==> src/rtl/led_panel_capture.sv <==
// LED panel capture: decodes a 1/4-scan panel's shift, latch and row-address
// signals into a 2-half x 4-row x 32-column RGB frame store with a registered read port.
module led_panel_capture (
  input  logic       clk,
  input  logic       reset_n,
  input  logic       red_in,
  input  logic       green_in,
  input  logic       blue_in,
  input  logic       sclk_in,
  input  logic       latch_in,
  input  logic       blank_in,
  input  logic       aclk_in,
  input  logic       arst_in,
  input  logic       rd_half,
  input  logic [1:0] rd_row,
  input  logic [4:0] rd_col,
  output logic [2:0] rd_rgb,
  output logic [1:0] row_addr,
  output logic       lit,
  output logic       row_done,
  output logic       frame_done,
  output logic       col_err
);

  logic        sclk_prev_q, latch_prev_q, aclk_prev_q;
  logic        sclk_rise, sclk_fall, latch_rise, aclk_rise;
  logic [2:0]  pix_in;

  // Index 2 = red, 1 = green, 0 = blue; bit c of each register is column c.
  logic [31:0] sr_up_q [3];
  logic [31:0] sr_up_d [3];
  logic [31:0] sr_lo_q [3];
  logic [31:0] sr_lo_d [3];

  logic [5:0]  edge_cnt_q, edge_cnt_d;
  logic [1:0]  row_addr_q, row_addr_d;
  logic        row_done_q, row_done_d;
  logic        frame_done_q, frame_done_d;
  logic        col_err_q, col_err_d;
  logic        lit_q, lit_d;

  // Half 0 is the upper half (captured on sclk rise), half 1 the lower (sclk fall).
  logic [2:0]  mem_q [2][4][32];
  logic [2:0]  rd_rgb_q;

  always_comb begin
    pix_in     = {red_in, green_in, blue_in};
    sclk_rise  = ~sclk_prev_q & sclk_in;
    sclk_fall  = sclk_prev_q & ~sclk_in;
    latch_rise = ~latch_prev_q & latch_in;
    aclk_rise  = ~aclk_prev_q & aclk_in;
  end

  always_comb begin
    for (int k = 0; k < 3; k++) begin
      sr_up_d[k] = sr_up_q[k];
      sr_lo_d[k] = sr_lo_q[k];
      if (sclk_rise) sr_up_d[k] = {sr_up_q[k][30:0], pix_in[k]};
      if (sclk_fall) sr_lo_d[k] = {sr_lo_q[k][30:0], pix_in[k]};
    end

    edge_cnt_d = edge_cnt_q;
    if (latch_rise)
      edge_cnt_d = 6'd0;
    else if (sclk_rise && (edge_cnt_q != 6'd63))
      edge_cnt_d = edge_cnt_q + 6'd1;

    // Row reset dominates an address-advance edge in the same cycle.
    row_addr_d = row_addr_q;
    if (arst_in)
      row_addr_d = 2'd0;
    else if (aclk_rise)
      row_addr_d = row_addr_q + 2'd1;

    row_done_d   = latch_rise;
    frame_done_d = latch_rise && (row_addr_q == 2'd3);
    col_err_d    = col_err_q | (latch_rise && (edge_cnt_q != 6'd32));
    lit_d        = ~blank_in;
  end

  always_ff @(posedge clk) begin
    if (!reset_n) begin
      sclk_prev_q  <= 1'b1;
      latch_prev_q <= 1'b0;
      aclk_prev_q  <= 1'b0;
      for (int k = 0; k < 3; k++) begin
        sr_up_q[k] <= '0;
        sr_lo_q[k] <= '0;
      end
      edge_cnt_q   <= '0;
      row_addr_q   <= '0;
      row_done_q   <= 1'b0;
      frame_done_q <= 1'b0;
      col_err_q    <= 1'b0;
      lit_q        <= 1'b0;
    end else begin
      sclk_prev_q  <= sclk_in;
      latch_prev_q <= latch_in;
      aclk_prev_q  <= aclk_in;
      for (int k = 0; k < 3; k++) begin
        sr_up_q[k] <= sr_up_d[k];
        sr_lo_q[k] <= sr_lo_d[k];
      end
      edge_cnt_q   <= edge_cnt_d;
      row_addr_q   <= row_addr_d;
      row_done_q   <= row_done_d;
      frame_done_q <= frame_done_d;
      col_err_q    <= col_err_d;
      lit_q        <= lit_d;
    end
  end

  // The read samples mem_q before this cycle's latch commits, so a colliding read sees old data.
  always_ff @(posedge clk) begin
    if (!reset_n) begin
      rd_rgb_q <= '0;
      for (int h = 0; h < 2; h++)
        for (int r = 0; r < 4; r++)
          for (int c = 0; c < 32; c++)
            mem_q[h][r][c] <= '0;
    end else begin
      rd_rgb_q <= mem_q[rd_half][rd_row][rd_col];
      if (latch_rise) begin
        for (int c = 0; c < 32; c++) begin
          mem_q[0][row_addr_q][c] <= {sr_up_q[2][c], sr_up_q[1][c], sr_up_q[0][c]};
          mem_q[1][row_addr_q][c] <= {sr_lo_q[2][c], sr_lo_q[1][c], sr_lo_q[0][c]};
        end
      end
    end
  end

  assign rd_rgb     = rd_rgb_q;
  assign row_addr   = row_addr_q;
  assign lit        = lit_q;
  assign row_done   = row_done_q;
  assign frame_done = frame_done_q;
  assign col_err    = col_err_q;

endmodule

==> config.mk <==
export PLATFORM = sky130hd
export DESIGN_NAME = led_panel_capture
export DESIGN_NICKNAME = d
export VERILOG_FILES = /design/src/rtl/led_panel_capture.sv
export SDC_FILE = /design/constraint.sdc
export NUM_CORES = 1
export LEC_CHECK = 0
export BUFFER_PORTS_ARGS = -buffer_cell sky130_fd_sc_hd__buf_4
export CORE_MARGIN = 4
export CORE_UTILIZATION = 50
export CTS_CLUSTER_DIAMETER = 30
export DETAILED_ROUTE_END_ITERATION = 7
export PLACE_DENSITY_LB_ADDON = 0.1
export SETUP_SLACK_MARGIN = 0.4
export SLEW_MARGIN = 40
export SYNTH_ARGS = -nofsm -noshare
export SYNTH_HDL_FRONTEND = slang
export SYNTH_SLANG_ARGS = --single-unit
==> constraint.sdc <==
create_clock -name clk -period 3.25 [get_ports clk]
set_input_delay 0.1625 -clock clk [delete_from_list [all_inputs] [get_ports clk]]
set_output_delay 0.1625 -clock clk [all_outputs]
set_load 0.005 [all_outputs]
==> flow_summary.yaml, run 1 <==
outcome:
  status: "complete, no violations"
power:
  seq_power_share_pct: 38.2
  switching_power_mw: 8.40
  comb_power_share_pct: 5.1
  internal-power_mw: 28.3
  finalPower_mw: 36.6
  p_leak_nw: 22.5
  p_sw_share_pct: 22.9
  clockPowerShare_pct: 56.6
  powerDensity_nw_per_um2: 698
  ir_drop_mv: 0.527
critical_path:
  path_max_fanout: 1
  crit_chain: "mux4_2 -> o22ai_1 -> o211ai_1 -> dlygate4sd3_1 -> a21oi_1 -> dlygate4sd3_1 -> o32ai_2"
  reg2reg_from: "mem_q[1][249]$_DFFE_PP_"
  crit_path_end: "rd_rgb[0]$_SDFF_PN0_"
  critical_path_depth: 7
  required_ns: 3.88
  worstPathArrival_ns: 3.30
  end_kind: "register"
  rr_worst_depth: 7
  r2r_end: "rd_rgb[0]$_SDFF_PN0_"
  crit_buf_inv: 2
  rrSetupSlack_ns: 0.59
  crit_top_cell: "dlygate4sd3_1"
  cpLargestDelayFamily: "buffers and inverters"
  critPathKind: "register to register"
  cpPeakStageDelay_ns: 0.58
  crit_start: "mem_q[1][249]$_DFFE_PP_"
  setup.worst_path.start_class: "register"
  slowest_stage: "dlygate4sd3_1"
yosys:
  synth_fp_nets: 3743
  synth-edff-count: 759
  synth.most_common_cell: "nand2_1"
  ys_types: 63
  ys_top_cells_by_count: "nand2_1 (1178), edfxtp_1 (759), and3_1 (386)"
  synth.top_cell.area_share_pct: 52.5
  synth-seq-cells: 978
  synth_top_area_cell: "edfxtp_1"
  synth_area_leaders: "edfxtp_1 (52%), nand2_1 (10%), dfxtp_1 (10%)"
  async_reset_ff_share_pct: 0
  synthFlopType: "edfxtp_1"
  avgSynthCellArea_sq_um: 11.7
  synth_cells: 3719
  ys_seq_area_share_pct: 62.6
  yosys_warnings: 0
  syn_area_sq_um: 43400
clocking:
  clk_latency_ns: 0.76
  cts_resized: 0
  clk_pin_slew_ns: 0.05
  cts_num_sinks: 978
  root_buffer: "clkbuf_16"
  cts_buffers: 205
  postCtsHoldBufs: 14
  cts_max_level: 4
  cts_tree: "done"
  postCtsSetupRepairBufs: 0
  cts_buffer_depth: 3
sta:
  fin_crit_ns: 2.66
  timing.final.ws_setup_ns: 0.588
  hold_viol: 0
  max_clock_freq_mhz: 376
  setup_viol: 0
  slew_violations: 0
  worstMarginPinSlew_ns: 0.848
  relSlewSlack_pct: 43.4
  timing.hold.ws_ns: 0.0230
  finClkSkew_ns: 0.0177
  rsz0062_at_grt: "false"
  finalCritPeriodShare_pct: 81.9
floorplan:
  initial_core_util_pct: 50.7
  fp.dieW_microns: 303
  core_sq_um: 85700
  die_area_sq_um: 91600
  pin_count: 27
  die-height_microns: 303
  rows: 107
drt:
  drt-pass1-iter-count: 7
  drt_wl_total_mm: 140
  routed_via_density: 6.13
  first_iter_violations: 4005
  vias: 31400
  postRouteAntennaNets: 0
  drc: 0
  wl_per_cell_microns: 27.3
grt:
  gr-usage-all-layers_pct: 30.8
  grt_pass1_vias: 32200
  grt_pass1_wl_mm: 208
  antenna_found_initial: 6
  grt-ovfl-total: 0
  grt_max_degree: 139
placed_design:
  pre_cts_slack_ns: 0.456
  numPortBuffers: 26
  place_hpwl_mm: 77.0
  gp_congestion: 0.836
final_layout:
  drive_above_1_share_pct: 15.7
  area_growth_pct: 20.9
  final_nets: 3812
job:
  maxCapViolations: 0
hold_path:
  hold_path.class: "primary input to register"
-- final cells by class --
class	count	area, sq um
Inverter	10	40.0
Timing Repair Buffer	177	1980
Fill cell	6652	33200
Multi-Input combinational cell	2416	14900
Clock inverter	136	1450
Tap cell	1144	1430
Antenna cell	4	10.0
Clock buffer	255	5550
Sequential cell	978	27200
-- per-layer routing --
layer / global-route usage (%) / vias to the layer above / routed length [microns]
li1: - / 13600 / -
met1: 41.2 / 15500 / 54600
met2: 49.8 / 1954 / 65700
met3: 6.07 / 346 / 14500
met4: 12.7 / 0 / 5270
met5: 0 / - / 0
-- worst min-delay path by stage --
stage / slack, ns / startpoint / depth (start not counted) / end
floorplan: 0.23 / blank_in / 1 / lit$_SDFF_PN0_
global placement: 0.32 / blank_in / 2 / lit$_SDFF_PN0_
detailed placement: 0.32 / blank_in / 2 / lit$_SDFF_PN0_
CTS: 0.008 / reset_n / 3 / sr_up_q[0][34]$_SDFFE_PN0P_
global route: 0.04 / reset_n / 3 / sr_up_q[0][32]$_SDFFE_PN0P_
finish: 0.02 / reset_n / 3 / sr_up_q[0][32]$_SDFFE_PN0P_
-- registers in the layout, summed over array words and instances (netlist names) --
register      flops
sclk_prev_q       1
rd_rgb            3
mem_q           768
col_err           1
sr_up_q          96
frame_done        1
sr_lo_q          96
aclk_prev_q       1
row_addr          2
latch_prev_q      1
edge_cnt_q        6
lit               1
row_done          1
-- power groups by stage --
stage               clock (mW)  sequential [mW]  combinational (mW)
finish                    20.8             14.0                1.88
global route              21.6             14.0                1.96
detailed placement           0             14.2                1.84
floorplan                    0             14.2                1.06
CTS                       20.9             14.0                1.86
global placement             0             14.2                1.83
-- through the flow --
stage	area, sq um	TNS, ns	instances	util, %
after floorplan	43400	-26.96	3719	-
after global placement	45300	0	4711	52.9
after detailed placement	45300	0	4711	52.9
after CTS	52500	0	5116	61.3
after global routing	52500	0	5118	61.3
final	52500	0	5120	61.3
-- cell families after synthesis --
| kind of cell | Yosys count | synth area share, % |
|---|---|---|
| simple gates | 1686 | 17.2 |
| flops | 978 | 62.6 |
| compound gates | 413 | 6.94 |
| buf+inv | 325 | 3.64 |
| mux | 305 | 9.33 |
| xor+xnor | 6 | 0.121 |
| fa+ha+maj | 6 | 0.173 |
-- worst min-delay path: stages --
cell and delay, ns:
buf_6 0.11, buf_12 0.25, a21boi_0 0.20
-- cells in the final DEF, fill, tap and decap left out, types with 14 or more instances in the layout --
cell | synthesis | routed
dfxtp_1 | 219 | 219
clkinv_1 | 1 | 16
nand3_1 | 19 | 19
clkinvlp_4 | 0 | 26
mux2i_1 | 225 | 225
bufinv_16 | 0 | 21
clkinv_4 | 0 | 15
a21boi_0 | 192 | 192
clkbuf_16 | 0 | 210
clkbuf_1 | 194 | 32
and3_1 | 386 | 386
dlygate4sd3_1 | 0 | 14
nand2_1 | 1178 | 1169
o22ai_1 | 61 | 61
o21ai_0 | 15 | 15
a21oi_1 | 34 | 34
clkinv_2 | 0 | 43
o221ai_1 | 47 | 47
buf_4 | 14 | 110
mux4_2 | 80 | 80
nor2_1 | 45 | 44
buf_12 | 0 | 47
edfxtp_1 | 759 | 759
(Power assumes the default switching activity.)
==> run 2: changes to the inputs <==
--- a/config.mk
+++ b/config.mk
@@ -5,6 +5,7 @@
 export SDC_FILE = /design/constraint.sdc
 export NUM_CORES = 1
 export LEC_CHECK = 0
+export ABC_AREA = 1
 export BUFFER_PORTS_ARGS = -buffer_cell sky130_fd_sc_hd__buf_4
 export CORE_MARGIN = 4
 export CORE_UTILIZATION = 50
==> constraint.sdc (replaced) <==
create_clock -name clk -period 2.66 [get_ports clk]
set_input_delay 0.133 -clock clk [delete_from_list [all_inputs] [get_ports clk]]
set_output_delay 0.133 -clock clk [all_outputs]
set_load 0.005 [all_outputs]
==> run 2 against run 1 <==
  * Maximum frequency up 23%
  * Worst hold slack better by 0.10 ns
  * Utilization up 0.37 points
  * Critical path type unchanged
  * Critical endpoint is now mem_q[0][97]$_DFFE_PP_
==> flow_summary.yaml, run 2 <==
outcome:
  status: "complete, no violations"
final_layout:
  largest_reg_flops: 768
  final_common_cell: "nand2_1"
  reg_top3: "mem_q (768), sr_lo_q (96), sr_up_q (96)"
  drive_above_1_share_pct: 11.7
  diodes: 0
  final_cell_mix: "nand2_1 (865), edfxtp_1 (759), nand3_1 (735), o21ai_0 (563), nor2_1 (394)"
  area_growth_pct: 22.2
  largest_register: "mem_q"
  final-seq-area_sq_um: 27200
  fillers: 6913
  multiInputGateArea_sq_um: 12700
  final_nets: 4408
sta:
  rsz0062_at_grt: "false"
  finalCritPeriodShare_pct: 81.1
  setup_viol: 0
  timing.setup.tns_ns: 0
  relSlewSlack_pct: 45.1
  finClkSkew_ns: 0.0220
  hold_viol: 0
  slew_violations: 0
  max_clock_freq_mhz: 463
  fin_crit_ns: 2.16
  worstMarginPinSlew_ns: 0.823
yosys:
  synth.top_cell.area_share_pct: 54.0
  synth_top_area_cell: "edfxtp_1"
  ys_seq_area_share_pct: 64.4
  ys_types: 28
  synth-edff-count: 759
  synthFlopType: "edfxtp_1"
  yosys_warnings: 0
  ys_top_cells_by_count: "nand2_1 (882), edfxtp_1 (759), nand3_1 (736)"
  synth_fp_nets: 4367
  synth_cells: 4343
  synth.most_common_cell: "nand2_1"
  synth-seq-cells: 978
  synth_area_leaders: "edfxtp_1 (54%), dfxtp_1 (10%), nand3_1 (8.7%)"
  syn_area_sq_um: 42200
  async_reset_ff_share_pct: 0
  avgSynthCellArea_sq_um: 9.72
grt:
  grt_pass1_vias: 32200
  grt-ovfl-total: 0
  grt_max_degree: 120
  grt_pass1_wl_mm: 196
  antenna_found_initial: 1
  gr-usage-all-layers_pct: 28.6
drt:
  drt_wl_total_mm: 129
  drc: 0
  wl_per_cell_microns: 22.7
  drt-pass1-iter-count: 6
  postRouteAntennaNets: 0
  vias: 32900
  routed_via_density: 5.76
  first_iter_violations: 3335
clocking:
  cts_buffers: 202
  cts_max_level: 4
  root_buffer: "clkbuf_16"
  clk_latency_ns: 0.77
  cts_tree: "done"
  cts_num_sinks: 978
  clk_pin_slew_ns: 0.05
  postCtsSetupRepairBufs: 0
  cts_buffer_depth: 3
critical_path:
  critical_path_depth: 9
  path_max_fanout: 15
  cpPeakStageDelay_ns: 0.38
  crit_buf_inv: 4
  critPathKind: "register to register"
  slowest_stage: "o41ai_4"
  worstPathArrival_ns: 2.64
  rr_worst_depth: 9
  end_kind: "register"
  setup.worst_path.start_class: "register"
  crit_top_cell: "buf_4"
  required_ns: 3.14
  cpLargestDelayFamily: "buffers and inverters"
  crit_chain: "inv_1 -> ha_2 -> o41ai_4 -> buf_4 -> nor2_1 -> buf_4 -> nand2_4 -> buf_12 -> o21ai_0"
job:
  maxCapViolations: 0
floorplan:
  rows: 106
  die-height_microns: 299
  pin_count: 27
  die_area_sq_um: 89200
  fp.dieW_microns: 299
  core_sq_um: 83700
  initial_core_util_pct: 50.4
placed_design:
  place_hpwl_mm: 69.5
  gp_congestion: 0.793
  numPortBuffers: 26
power:
  powerDensity_nw_per_um2: 891
  ir_drop_mv: 0.639
  finalPower_mw: 46.0
  p_leak_nw: 19.6
hold_path:
  min_path_cells: 5
  hold_path.class: "primary input to register"
==> run 2: final cells by class <==
type,count,area share (%)
sequential,978,52.7
clock inverter,120,2.87
multi-input combinational,2797,24.6
tap,1134,2.75
clock buffer,265,10.8
timing repair buffer,187,4.62
inverter,218,1.62
==> run 2: worst paths after layout <==
path                                 start                     end  slack, ns
setup / recovery  row_addr[1]$_SDFFE_PP0P_  mem_q[0][97]$_DFFE_PP_       0.50
hold / removal                   rd_col[3]    rd_rgb[2]$_SDFF_PN0_       0.13
setup reg to reg  row_addr[1]$_SDFFE_PP0P_  mem_q[0][97]$_DFFE_PP_       0.50
hold reg to reg         col_err$_SDFF_PN0_      col_err$_SDFF_PN0_       0.45
==> run 2: cells by family after synthesis <==
kind of cell	after synthesis	synth area share [%]
adders and majority gates	6	0.178
AOI/OAI and AO/OA	767	9.13
xor gates and xnor gates	1	0.0207
DFF	978	64.4
buffers and inverters	568	6.08
and+or+nand+nor	2023	20.2
==> run 2: metal layers <==
| layer | vias up | GRT usage [%] | part of all wire, % |
|---|---|---|---|
| li1 | 15100 | - | - |
| met1 | 15900 | 40.0 | 43 |
| met4 | 0 | 9.12 | 2.6 |
| met2 | 1566 | 45.6 | 46 |
| met3 | 257 | 5.27 | 8.5 |
| met5 | - | 0 | 0 |
==> run 2: stage by stage <==
| step | cell area, sq um | hold slack [ns] | worst slack (ns) | utilization, % | instances |
|---|---|---|---|---|---|
| after global placement | 44200 | 0.290 | 0.318 | 52.8 | 5294 |
| after global routing | 51600 | 0.150 | 0.410 | 61.6 | 5699 |
| final | 51600 | 0.126 | 0.502 | 61.6 | 5699 |
| after floorplan | 42400 | 0.205 | 0.426 | - | 4343 |
| after CTS | 51400 | 0.0640 | 0.402 | 61.5 | 5695 |
| after detailed placement | 44200 | 0.291 | 0.301 | 52.8 | 5294 |
==> run 2: power by group <==
group | internal (mW) | leakage, nW | switching [mW]
clock | 17.1 | 3.39 | 8.51
sequential | 17.2 | 9.68 | 0.248
combinational | 0.816 | 6.48 | 2.09
==> run 2: worst min-delay path, stage by stage <==
cell and delay (ns):
buf_4 0.20, nand3_1 0.14, nand3_1 0.08, a21oi_1 0.14, buf_4 0.16
==> run 2: timing repair <==
item                                    4_1_cts  5_1_grt
endpoints found under the setup margin      121      356
hold buffers                                 16        0
hold endpoints to repair                     97        0
gates resized for setup                       1       14
gates cloned                                  0        4
pin swaps                                     0        1
